$ cat src/rtl/sp_ram_burst_ctrl.sv
// -----------------------------------------------------------------------------
// sp_ram_burst_ctrl
//   Burst initiator for a single-port synchronous RAM. A command (write or
//   read, start address, beats-1) is accepted over a valid/ready handshake.
//   Write bursts stream beats from wdata_* straight onto the RAM pins. Read
//   bursts issue one RAM read per beat, wait RD_LATENCY cycles, register the
//   returned word and present it on rdata_* until the consumer takes it.
//
// Ports
//   clk, rst_n          clock (posedge) and synchronous active-low reset
//   cmd_valid/ready     command handshake; cmd_wr, cmd_addr, cmd_len payload
//   wdata_valid/ready   write beat handshake; wdata payload
//   rdata_valid/ready   read beat handshake; rdata, rdata_last payload
//   busy                high whenever a burst is in progress
//   ram_en, ram_w_r,    RAM control/address/write-data pins
//   ram_add, ram_data_in
//   ram_data_out        RAM read data
// -----------------------------------------------------------------------------
module sp_ram_burst_ctrl #(
  parameter int DATA_WIDTH    = 8,
  parameter int ADDRESS_WIDTH = 4,
  parameter int DEPTH         = 16,
  parameter int LEN_WIDTH     = 4,
  parameter int RD_LATENCY    = 1
) (
  input  logic                     clk,
  input  logic                     rst_n,
  input  logic                     cmd_valid,
  output logic                     cmd_ready,
  input  logic                     cmd_wr,
  input  logic [ADDRESS_WIDTH-1:0] cmd_addr,
  input  logic [LEN_WIDTH-1:0]     cmd_len,
  input  logic                     wdata_valid,
  output logic                     wdata_ready,
  input  logic [DATA_WIDTH-1:0]    wdata,
  output logic                     rdata_valid,
  input  logic                     rdata_ready,
  output logic [DATA_WIDTH-1:0]    rdata,
  output logic                     rdata_last,
  output logic                     busy,
  output logic                     ram_en,
  output logic                     ram_w_r,
  output logic [ADDRESS_WIDTH-1:0] ram_add,
  output logic [DATA_WIDTH-1:0]    ram_data_in,
  input  logic [DATA_WIDTH-1:0]    ram_data_out
);

  typedef enum logic [2:0] {
    S_IDLE,
    S_WRITE,
    S_RD_ISSUE,
    S_RD_WAIT,
    S_RD_RESP
  } state_e;

  localparam int LAT_W = (RD_LATENCY > 1) ? $clog2(RD_LATENCY) : 1;
  localparam logic [LAT_W-1:0]         LAT_LAST  = LAT_W'(RD_LATENCY - 1);
  localparam logic [ADDRESS_WIDTH-1:0] LAST_ADDR = ADDRESS_WIDTH'(DEPTH - 1);

  state_e                   state_q, state_d;
  logic [ADDRESS_WIDTH-1:0] addr_q,  addr_d;
  logic [LEN_WIDTH-1:0]     rem_q,   rem_d;
  logic [LAT_W-1:0]         lat_q,   lat_d;
  logic [DATA_WIDTH-1:0]    rdata_q, rdata_d;

  // Address wraps at DEPTH, which need not be a power of two.
  logic [ADDRESS_WIDTH-1:0] addr_inc;
  assign addr_inc = (addr_q == LAST_ADDR) ? '0 : addr_q + ADDRESS_WIDTH'(1);

  // NOTE: every signal assigned here gets a default first, so no path can
  // leave one unassigned and infer a latch.
  always_comb begin
    state_d     = state_q;
    addr_d      = addr_q;
    rem_d       = rem_q;
    lat_d       = lat_q;
    rdata_d     = rdata_q;
    cmd_ready   = 1'b0;
    wdata_ready = 1'b0;
    rdata_valid = 1'b0;
    rdata_last  = 1'b0;
    ram_en      = 1'b0;
    ram_w_r     = 1'b0;
    ram_add     = '0;
    ram_data_in = '0;

    // Outputs are forced low while reset is asserted so that a reset landing
    // mid-burst cannot complete a pending RAM write or hand out a beat.
    if (rst_n) begin
      case (state_q)
        S_IDLE: begin
          cmd_ready = 1'b1;
          if (cmd_valid) begin
            addr_d  = cmd_addr;
            rem_d   = cmd_len;
            state_d = cmd_wr ? S_WRITE : S_RD_ISSUE;
          end
        end

        S_WRITE: begin
          wdata_ready = 1'b1;
          if (wdata_valid) begin
            ram_en      = 1'b1;
            ram_w_r     = 1'b1;
            ram_add     = addr_q;
            ram_data_in = wdata;
            addr_d      = addr_inc;
            rem_d       = rem_q - LEN_WIDTH'(1);
            if (rem_q == '0) state_d = S_IDLE;
          end
        end

        S_RD_ISSUE: begin
          ram_en  = 1'b1;
          ram_add = addr_q;
          lat_d   = '0;
          state_d = S_RD_WAIT;
        end

        // Capture lands RD_LATENCY edges after the issue edge.
        S_RD_WAIT: begin
          if (lat_q == LAT_LAST) begin
            rdata_d = ram_data_out;
            state_d = S_RD_RESP;
          end else begin
            lat_d = lat_q + LAT_W'(1);
          end
        end

        S_RD_RESP: begin
          rdata_valid = 1'b1;
          rdata_last  = (rem_q == '0);
          if (rdata_ready) begin
            if (rem_q == '0) begin
              state_d = S_IDLE;
            end else begin
              addr_d  = addr_inc;
              rem_d   = rem_q - LEN_WIDTH'(1);
              state_d = S_RD_ISSUE;
            end
          end
        end

        default: state_d = S_IDLE;
      endcase
    end
  end

  // NOTE: state uses non-blocking assignments and a synchronous reset; all
  // flops here are plain registers, so every one of them is reset.
  always_ff @(posedge clk) begin
    if (!rst_n) begin
      state_q <= S_IDLE;
      addr_q  <= '0;
      rem_q   <= '0;
      lat_q   <= '0;
      rdata_q <= '0;
    end else begin
      state_q <= state_d;
      addr_q  <= addr_d;
      rem_q   <= rem_d;
      lat_q   <= lat_d;
      rdata_q <= rdata_d;
    end
  end

  assign rdata = rst_n ? rdata_q : '0;
  assign busy  = rst_n && (state_q != S_IDLE);

endmodule

$ cat config.mk
export PLATFORM = sky130hd
export DESIGN_NAME = sp_ram_burst_ctrl
export DESIGN_NICKNAME = d
export VERILOG_FILES = /design/src/rtl/sp_ram_burst_ctrl.sv
export SDC_FILE = /design/constraint.sdc
export NUM_CORES = 1
export LEC_CHECK = 0
export ABC_AREA = 1
export BUFFER_PORTS_ARGS = -buffer_cell sky130_fd_sc_hd__buf_2
export CORE_AREA = 10 10 64 66
export DETAILED_ROUTE_END_ITERATION = 10
export DIE_AREA = 0 0 74 76
export PLACE_DENSITY = 0.78
export SLEW_MARGIN = 0
export SYNTH_ARGS = -nofsm -noshare
export SYNTH_HDL_FRONTEND = slang
export SYNTH_SLANG_ARGS = --single-unit
$ cat constraint.sdc
create_clock -name clk -period 1.91 [get_ports clk]
set_clock_uncertainty 0.05 [all_clocks]
set_input_delay 0.0955 -clock clk [delete_from_list [all_inputs] [get_ports clk]]
set_output_delay 0.0955 -clock clk [all_outputs]
set_load 0.05 [all_outputs]
## Word-level counts from Yosys, hierarchy flattened

Cells that the tools add are included.

| operators by class | value |
|---|---|
| equal/unequal tests | 11 |
| reductions and logical operators | 9 |
| multiplexer cells | 41 |
| bitwise operators | 1 |
| $add $sub $neg | 3 |

Operator list:

| operator | number |
|---|---|
| $mux W4 | 11 |
| $mux W8 | 4 |
| $pmux W4 S3 | 2 |
| $mux W3 | 5 |
| $pmux W3 S5 | 1 |
| $mux W1 | 13 |
| $ne A2 B2 Y1 const B | 6 |
| $reduce_and A5 Y1 | 2 |
| $pmux W4 S2 | 1 |
| $eq A3 B2 Y1 const B | 2 |
| $reduce_bool A3 Y1 | 2 |
| $add A4 B1 Y4 const B | 1 |
| $eq A4 B4 Y1 const B | 1 |
| $logic_not A4 Y1 | 1 |
| $mux W2 | 2 |
| $pmux W1 S2 | 2 |
| $sub A4 B1 Y4 const B | 1 |
| $eq A3 B1 Y1 const B | 1 |
| $eq A3 B3 Y1 const B | 1 |
| $logic_not A3 Y1 | 1 |
| $reduce_and A2 Y1 | 1 |
| $reduce_bool A2 Y1 | 1 |
| $add A1 B1 Y1 const B | 1 |
| $logic_and A1 B1 Y1 | 1 |
| $not A1 Y1 | 1 |

| storage, ports and cells | value |
|---|---|
| input port bits | 30 |
| register bits | 20 |
| word-level logic and storage cells | 70 |

## Logic depth before layout (Yosys ltp)

| depth | value |
|---|---|
| depth after elaboration | 5 |
| gate-level depth with buffers | 10 |
| depth with buffers taken out | 10 |

## Worst setup path before layout

OpenSTA, ideal clock, no wires.

| timing | value |
|---|---|
| kind | register to output |
| from | register state_q[2] |
| to | output ram_data_in[0] |
| slack | -0.277 ns |
| stages on the path, launching flop included | 6 |
| arrival | 2.042 ns |
| buffers on the path | 0 |
| data required time | 1.764 ns |
| cells stage by stage | dfxtp_1 -> nor2_2 -> nand2_4 -> nor3_4 -> inv_1 -> nor2_1 |

| on the way | value |
|---|---|
| cells in the longest elaborated chain, start to end | 3 |

Ends and longest elaborated chain:

| what | line | text |
|---|---|---|
| start: declaration | 60 | `state_e state_q, state_d;` |
| start signal: assignment | 159 | `state_q <= state_d;` |
| $eq A3 B1 Y1 | 90 | `case (state_q)` |
| $mux W8 | 90 |  |
| $mux W8 | 89 | `if (rst_n) begin` |
| end: declaration | 44 | `output logic [DATA_WIDTH-1:0] ram_data_in,` |

No other way between the ends.

## Worst setup path after layout

| timing | value |
|---|---|
| from | register state_q[1] |
| to | output ram_data_in[4] |

The elaborated chain is that of the path after synthesis.

==> impl_results.md <==
* CTS clk-pin slew, worst paths at 110 ps
* Nets at ~320
* Die width at ~74 µm
* Vias per std cell at 4.60
* Area occupied by multi-input gates at approximately 800 µm²
* DRT Wirelength at 3620 µm
* Clock latency on the worst-skew pair at 300 ps
* FFs w/ async S/R, synth at 0%
* Synth Area in Adders at 1.90%
* Remaining antenna violation count at 0
* RR Startpoint: rem_q[0]$_SDFFE_PN0P_
* Final Slew Violations at 0
* Sequential power share at a little under a third
* Final Hold Viols at 0
* CTS Buf Count at 3
* Pwr Total at 2.06 mW
* Post-synthesis sequential area ratio at just under 30%
* Vias at 1475
* First-pass GRT wire length at 5860 µm
* Syn Nets at 255
* Worst Setup Path Type: reg -> out
* Clock H-tree levels at 1
* Nature of the critical path startpoint: register
* Number of max-cap violations at 0
* Psw at 1.07 mW
* CP max FO at 8
* Yosys top cell area share at 28.9%
* Endpoints failing setup at 0
* CP Capture Point: ram_data_in[4]
* Sw Share at 51.8%
* Area Overhead vs Synth at 37.7%
* Fmax at 0.548 GHz
* Leak at 1.07 nW
* Top layer in use: met4
* Critical path launch point: state_q[1]$_SDFFE_PN0P_
* Mapped Area at 0.00132 mm²
* Overflow after GRT at 0
* Compound-cell area share of the yosys netlist at 5.32%
* Mux cell area share after synthesis at 0%
* Area contributors post-synth: dfxtp_1, nor2_1, nand2_1
* Layout cells sized above 1 at 34.0%
* Power density cells at 1140 mW/mm²
* Most numerous cell in the Yosys netlist: nor2_1
* Logic gate share of total power at 59.6%
* Final setup margin at roughly 85 ps
* EDFF count, synth at 0
* Reg2reg path depth at 10
* CP Data Arrival Time at 1680 ps
* TritonCTS clock tree: done
* Pint at 0.995 mW
* Count of cell types in the netlist at 22
* GPL Wtd Cong at 0.818
* Worst vdd ir at 0.654 mV
* Met2 WL at about 2000 µm
* Reg2reg end: rem_q[2]$_SDFFE_PN0P_
* Xor-xnor portion of the synthesized cell area at 0%
* Num rows at 20
* DP HPWL at around 2700 µm
* WL met3 at around 270 µm
* Area leader, netlist: dfxtp_1
* Ys flop type: dfxtp_1
* DR DRC count at 0
* Syn. warnings at 0
* Register-to-register setup slack at roughly 430 ps
* Total die area at 0.00562 mm²
* Sink Count at 19
* Register area at 387 µm²
* Total negative slack at 0 ps
* Worst setup EP type: output pin
* Tot GR Track Use at 12.3%
* Syn avg cell area at 5.90 µm²
* CTS root buf: clkbuf_4
* DRT met1 WL at 1380 µm
* Period minus WS final at 1820 ps
* Initial antenna violation count at 0
* Core Area at 0.00293 mm²
* Antenna cells at 0
* Status: finished clean
* Largest net degree at the start of global routing at 27
* Top cells by count, synth: nor2_1, nand2_1, inv_1
* Synth Area in Simple Gates at roughly half
* Data required time of the critical path at 1760 ps
* Iter 0 DRT Violations at between 50 and 60
* Synth Instances at 223
* Routed len/inst at 11.3 µm
* Period utilization at between 90% and 100%
* Vias in the first global route at 1389
* HP Class: in -> reg
* Starting Density at 45.0%
* Clock Power Share at roughly a tenth
* Post-Place Worst Slack at 107 ps
* Fillers at 300
* Synth Register Bits at 19
* Maximum clock insertion buffer count at 2
* Rel. slew slack at 76.6%
* TritonRoute pass-1 iters at 4
* Slew @ Worst Pin at 350 ps
* # IOs at 57
* Die height at 76 µm
* Main combinational cell family by area after synthesis: simple AND/OR/NAND/NOR gates
* Port-buffer cells at 56
-- worst max-delay path, cell delays in order, from the launching register on --
cell     delay [ps]
dfxtp_2         390
nor2_4          130
nand2_4         110
nor3_4          320
inv_4           130
nor2_2          100
buf_4           200
-- kinds of logic (layout without fill, tap and decap cells) --
kind of cell	Yosys count	count (layout)
compound gates	14	14
fa+ha+maj	2	2
buf+inv	44	109
flops	19	19
simple gates	144	144
-- layer usage --
layer	vias to the layer above	GRT usage (%)
li1	801	-
met1	642	12.2
met2	30	22.5
met3	2	5.47
met4	0	2.24
met5	-	0
-- power groups by stage --
stage	clock network (mW)	registers [mW]	logic, mW
final	0.209	0.626	1.23
after detailed placement	0	0.628	1.18
after floorplan	0	0.589	0.999
after global placement	0	0.622	1.17
after global routing	0.232	0.647	1.41
after CTS	0.217	0.618	1.20
-- area by class of cell --
type | count | share of cell area, %
clock buffer | 3 | 1.24
clock inverter | 1 | 0.276
inverter | 40 | 8.42
multi-input combinational | 160 | 44.2
sequential | 19 | 21.3
tap | 33 | 2.28
timing repair buffer | 65 | 22.3
-- metrics by stage --
stage | hold slack, ps | util, % | cell area [µm²] | std cells
finish | 3.16 | 61.9 | 1810 | 321
global route | -0.119 | 61.9 | 1810 | 321
CTS | 7.43 | 59.4 | 1740 | 320
detailed placement | 305 | 55.9 | 1640 | 309
global placement | 297 | 55.9 | 1640 | 309
floorplan | 212 | - | 1350 | 223
-- placed cells by master (no fill, tap or decap), types with 2 or more instances in the layout --
master          n
ha_1            2
or2_2           2
nor2_4          4
nand2_2         2
buf_2          42
inv_1          36
dfxtp_2         2
dlygate4sd3_1   7
a21oi_1         2
nor2_1         44
buf_4          11
nand2_4         3
nand3_2         2
inv_2           3
o21ai_0        11
nor2_2         13
nand2_1        54
clkbuf_4        7
nand3_1        14
nand4_1         2
dfxtp_1        16
-- what timing repair did --
| item | CTS | global route |
|---|---|---|
| gates resized for setup | 1 | 34 |
| hold buffers | 7 | 0 |
| endpoints found under the setup margin | 5 | 14 |
| endpoints found under the hold margin | 7 | 0 |
| setup buffers | 0 | 1 |
| pin swaps | 0 | 1 |
-- how the worst min path moves through the flow --
| stage | slack (ps) | start | endpoint | depth (start not counted) |
|---|---|---|---|---|
| after floorplan | 210 | ram_data_out[0] | rdata_q[0]$_SDFFE_PN0P_ | 2 |
| after global placement | 300 | ram_data_out[4] | rdata_q[4]$_SDFFE_PN0P_ | 3 |
| after detailed placement | 310 | ram_data_out[0] | rdata_q[0]$_SDFFE_PN0P_ | 3 |
| after CTS | 7 | ram_data_out[4] | rdata_q[4]$_SDFFE_PN0P_ | 3 |
| after global routing | -0.1 | ram_data_out[4] | rdata_q[4]$_SDFFE_PN0P_ | 3 |
| final | 3 | ram_data_out[4] | rdata_q[4]$_SDFFE_PN0P_ | 3 |
-- sequential cells by signal (all words and copies together) (netlist names) --
register,cells
addr_q,4
state_q,3
rem_q,4
rdata_q,8
No activity file was read; power rests on OpenSTA's default activity.
